<file path="src/rtl/rex_game_ctrl.sv">
// rex_game_ctrl: runner game sequencer - jump physics, obstacle scroll, collision and score,
// advanced once per frame_tick so the pixel decider sees values stable for a whole frame.
module rex_game_ctrl #(
  parameter int SPAWN_X    = 128,
  parameter int JUMP_V     = 7,
  parameter int GRAVITY    = 1,
  parameter int SPEED_INIT = 2,
  parameter int SPEED_MAX  = 4,
  parameter int REX_LEFT   = 8,
  parameter int REX_W      = 24,
  parameter int REX_H      = 23,
  parameter int OBS_W      = 16,
  parameter int OBS_H      = 22
) (
  input  logic        clk,
  input  logic        rstn,
  input  logic        frame_tick,
  input  logic        btn_start,
  input  logic        btn_jump,
  output logic [15:0] rex_down,
  output logic [15:0] obstacle_left,
  output logic [1:0]  game_state,
  output logic [15:0] score,
  output logic        collide
);
  typedef enum logic [1:0] {IDLE = 2'b00, RUN = 2'b01, OVER = 2'b10, BAD = 2'b11} state_t;
  state_t state, state_nxt;
  logic [2:0] start_sync, jump_sync;
  logic start_edge, jump_edge, hit, grounded, load, jump_pending;
  logic signed [7:0] vel;
  logic signed [16:0] sum;
  logic [15:0] speed, speed_calc;
  // [0],[1] form the synchronizer, [2] is the previous synchronized level for edge detect
  always_ff @(posedge clk or negedge rstn)
    if (!rstn) begin
      start_sync <= '0;
      jump_sync  <= '0;
    end else begin
      start_sync <= {start_sync[1:0], btn_start};
      jump_sync  <= {jump_sync[1:0], btn_jump};
    end
  assign start_edge = start_sync[1] & ~start_sync[2];
  assign jump_edge  = jump_sync[1] & ~jump_sync[2];
  assign hit = obstacle_left < 16'(REX_LEFT + REX_W) && (obstacle_left + 16'(OBS_W)) > 16'(REX_LEFT)
            && rex_down < 16'(OBS_H) && (rex_down + 16'(REX_H)) > 16'd0;
  assign grounded   = rex_down == 16'd0 && vel == 8'sd0;
  assign sum        = $signed({1'b0, rex_down}) + $signed({{9{vel[7]}}, vel});
  assign speed_calc = 16'(SPEED_INIT) + {9'd0, score[15:9]};
  assign load       = (state == IDLE || state == OVER) && start_edge;
  assign game_state = state;
  always_comb begin
    state_nxt = state;
    state_nxt = state == BAD ? IDLE : state == RUN ? (hit ? OVER : RUN) : (load ? RUN : state);
  end
  always_ff @(posedge clk or negedge rstn)
    if (!rstn) state <= IDLE;
    else state <= state_nxt;
  always_ff @(posedge clk or negedge rstn)
    if (!rstn) begin
      rex_down      <= '0;
      vel           <= '0;
      obstacle_left <= 16'(SPAWN_X);
      score         <= '0;
      collide       <= 1'b0;
      speed         <= 16'(SPEED_INIT);
      jump_pending  <= 1'b0;
    end else if (load) begin
      rex_down      <= '0;
      vel           <= '0;
      obstacle_left <= 16'(SPAWN_X);
      score         <= '0;
      collide       <= 1'b0;
      speed         <= 16'(SPEED_INIT);
      jump_pending  <= 1'b0;
    end else if (state == RUN) begin
      if (hit) collide <= 1'b1;
      else begin
        // a tick consumes whatever jump was pending; an edge arriving now waits for the next tick
        jump_pending <= (jump_pending & ~frame_tick) | jump_edge;
        if (frame_tick) begin
          if (grounded && jump_pending) vel <= 8'(JUMP_V);
          else if (!grounded) begin
            if (sum <= 17'sd0) begin
              rex_down <= '0;
              vel      <= '0;
            end else begin
              rex_down <= sum[15:0];
              vel      <= vel - 8'(GRAVITY);
            end
          end
          obstacle_left <= obstacle_left <= speed ? 16'(SPAWN_X) : obstacle_left - speed;
          score         <= &score ? score : score + 16'd1;
          speed         <= speed_calc > 16'(SPEED_MAX) ? 16'(SPEED_MAX) : speed_calc;
        end
      end
    end
endmodule

</file>
<file path="config.mk">
export PLATFORM = sky130hd
export DESIGN_NAME = rex_game_ctrl
export DESIGN_NICKNAME = d
export VERILOG_FILES = /design/src/rtl/rex_game_ctrl.sv
export SDC_FILE = /design/constraint.sdc
export NUM_CORES = 1
export LEC_CHECK = 0
export CORE_UTILIZATION = 50
export DETAILED_ROUTE_END_ITERATION = 16
export GPL_TIMING_DRIVEN = 0
export PLACE_DENSITY_LB_ADDON = 0.05
export SLEW_MARGIN = 10
export SYNTH_ARGS = -nofsm -noshare
export SYNTH_HDL_FRONTEND = slang
export SYNTH_SLANG_ARGS = --single-unit
</file>
<file path="constraint.sdc">
create_clock -name clk -period 6.6 [get_ports clk]
set_input_delay 1.32 -clock clk [delete_from_list [all_inputs] [get_ports clk]]
set_output_delay 1.32 -clock clk [all_outputs]
set_load 0.005 [all_outputs]
</file>
==> results.json <==
{
  "setup_ws_ps": 3060,
  "cp_slowest_cell": "a2111oi_0",
  "holdWs_ps": 357,
  "post_cts_buffers": 0,
  "finalSetupViolCount": 0,
  "cp_num_buf_inv": 3,
  "timing.rr.end": "obstacle_left[8]",
  "core_um2": 9860,
  "wire_per_inst_um": 16.9,
  "critPathCaptureType": "flip-flop",
  "cap_violations": 0,
  "placed_cell_area_um2": 5850,
  "total_power_mw": 2.61,
  "min_period_over_period_pct": 53.7,
  "syn_area_um2": 5110,
  "die_w_um": 103,
  "top_layer": "met4",
  "cts_root_buffer": "clkbuf_8",
  "period_minus_slack_ps": 3540,
  "start_util_pct": 51.9,
  "stdcell_area_um2": 6060,
  "ys_seq_elements": 74,
  "worstHoldEndpoint": "jump_sync[1]",
  "fillCellCount": 878,
  "async_reset_ff_share_pct": 100,
  "r2r_start": "obstacle_left[0]",
  "hold_depth": 0,
  "cts_tree": "built",
  "synth_edf_count": 0,
  "crit_type": "flip-flop to flip-flop",
  "rows": 36,
  "tightest_slew_ps": 893,
  "grt_pass1_wl_um": 21900,
  "yosys.area.top_type": "dfrtp_1",
  "dieArea_um2": 10600,
  "clkLatencyLatePin_ps": 360,
  "hp-class": "flip-flop to flip-flop",
  "synthTopCellsByCount": "dfrtp_1 (72), nand2_1 (67), nor2_1 (39)",
  "track_usage_pct": 26.9,
  "cp-startpoint": "obstacle_left[0]",
  "firstDrtPassIters": 5,
  "critPathMaxStageDelay_ps": 510,
  "met2WireLength_um": 6020,
  "synth.most_common_cell": "dfrtp_1",
  "synth_cells": 578,
  "cp_cell_sequence": "inv_1, ha_1, inv_1, fa_1, a21o_1, a21oi_1, o21bai_1, a2111oi_0, nor3_2, a21oi_1, clkbuf_1, nor3_1, mux2_2",
  "dp_hpwl_um": 9700,
  "irDropWorstVdd_mv": 0.158,
  "cts_buffer_depth": 2,
  "ys_top_cells_by_area": "dfrtp_1 (35%), ha_1 (7.1%), nand2_1 (4.9%), o21ai_0 (3.4%), a21oi_1 (3.1%)",
  "synth_top_area_share_pct": 35.2,
  "wl_met3_um": 619,
  "p_leak_nw": 2.60,
  "synth_flop_cell": "dfrtp_1",
  "totalNegativeSetupSlack_ps": 0,
  "rsz0062_at_grt": "no",
  "hold_buffers": 0,
  "antenna_found_initial": 0,
  "antenna_left": 0,
  "htree_levels": 3,
  "r2r_cells": 13,
  "start_kind": "flip-flop",
  "viasPerCell": 5.99,
  "cts_buffers": 9,
  "required_ps": 6850,
  "layout-drive-gt1-share_pct": 8.01,
  "syn_nets": 614,
  "cp.arrival_ps": 3790,
  "p_per_area_nw_per_um2": 430,
  "yosys_warnings": 0,
  "outcome": "finished, final reports clean",
  "insertedDiodeCount": 0,
  "hp-start": "jump_sync[0]",
  "r2r_setup_slack_ps": 3060,
  "crit_family": "compound AO/OA/AOI/OAI gates",
  "synth_cell_types": 72,
  "post-place-ws_ps": 3160,
  "avgSynthCellArea_um2": 8.85,
  "drt-initial-drc-count": 320,
  "critPathMaxFanout": 10,
  "clk_pin_slew_ps": 90,
  "ios": 56,
  "synth_sequential_area_ratio_pct": 36.3,
  "clock_sinks": 74,
  "grt_pass1_vias": 4478,
  "clock_skew_ps": 12.4,
  "place.gp.congestion": 0.910,
  "drc": 0,
  "route.vias.total": 4688,
  "wl_met1_um": 6440,
  "clock.fmax_ghz": 0.282,
  "hold_viol": 0,
  "grt_overflow": 0,
  "grt_start_max_net_pins": 54,
  "area_growth_pct": 18.4,
  "final_nets": 680,
  "dieHeight_um": 103,
  "max_slew_margin_pct": 39.9,
  "drt_wl_total_um": 13200,
  "io_buffers": 54,
  "post_cts_resized": 0,
  "slew_viol_final": 0
}
## power by group
group | internal [mW] | total, mW | switching (mW)
clock | 0.189 | 0.389 | 0.200
sequential | 0.594 | 0.798 | 0.204
combinational | 0.677 | 1.42 | 0.741
total | 1.46 | 2.61 | 1.14
## per-layer routing
layer	vias to the layer above	global-route usage, %
met5	-	0
li1	2280	-
met4	0	7.69
met3	14	4.47
met2	123	42.3
met1	2271	38.1
## layout by cell type (no fill, tap or decap), types with 9 or more instances in the layout
cell / n
a21o_1: 14
a21oi_1: 32
and3_1: 12
clkbuf_1: 13
clkbuf_8: 10
clkdlybuf4s50_1: 53
dfrtp_1: 72
ha_1: 29
inv_1: 26
mux2i_1: 9
nand2_1: 67
nand2b_1: 12
nand3_1: 20
nand4_1: 11
nor2_1: 39
nor3_1: 11
nor4_1: 12
o21ai_0: 35
o31ai_1: 17
xnor2_1: 11
xor2_1: 9
## worst register-to-register path: cells and delay by family, from the launching register on
family | cells | cell delay, ps
DFF | 1 | 390
adders and majority gates | 2 | 580
and+or+nand+nor | 2 | 350
muxes | 1 | 290
AOI/OAI and AO/OA | 5 | 1270
buffers and inverters | 3 | 570
## state kept, by name, summed over array words and instances (netlist names)
name / cells
collide: 1
game_state: 2
jump_pending: 1
jump_sync: 3
obstacle_left: 16
rex_down: 16
score: 16
speed: 8
start_sync: 3
vel: 8
## area by class of cell
type	count	area (µm²)	share of cell area [%]
multi-input combinational	453	3020	49.8
sequential	74	1850	30.6
timing repair buffer	55	566	9.34
tap	133	166	2.75
buffer	25	144	2.38
clock buffer	10	138	2.27
inverter	26	97.6	1.61
clock inverter	6	72.6	1.20
## how the worst max path moves through the flow
| stage | endpoint | slack (ps) | cells past startpoint |
|---|---|---|---|
| final | obstacle_left[8] | 3060 | 13 |
| after global routing | obstacle_left[8] | 2800 | 13 |
| after CTS | obstacle_left[8] | 3110 | 13 |
| after detailed placement | obstacle_left[8] | 3160 | 13 |
| after global placement | score[3] | 1580 | 1 |
| after floorplan | obstacle_left[8] | 3570 | 13 |
## stage by stage
stage | utilization [%] | instances
finish | 61.4 | 782
global route | 61.4 | 782
CTS | 61.4 | 782
detailed placement | 59.3 | 766
global placement | 59.0 | 765
floorplan | - | 578
## logic make-up (layout without fill, tap and decap cells)
group	Yosys count	after routing	synth area share (%)
adder cells (fa/ha/maj)	31	31	7.88
multiplexers	10	10	1.98
XOR/XNOR	20	20	3.42
flip-flops	74	74	36.3
AND/OR/NAND/NOR	235	235	24.5
AO/OA/AOI/OAI	157	157	21.2
buffers and inverters	51	122	4.72
Note: power is estimated with default switching activity, not from simulation.
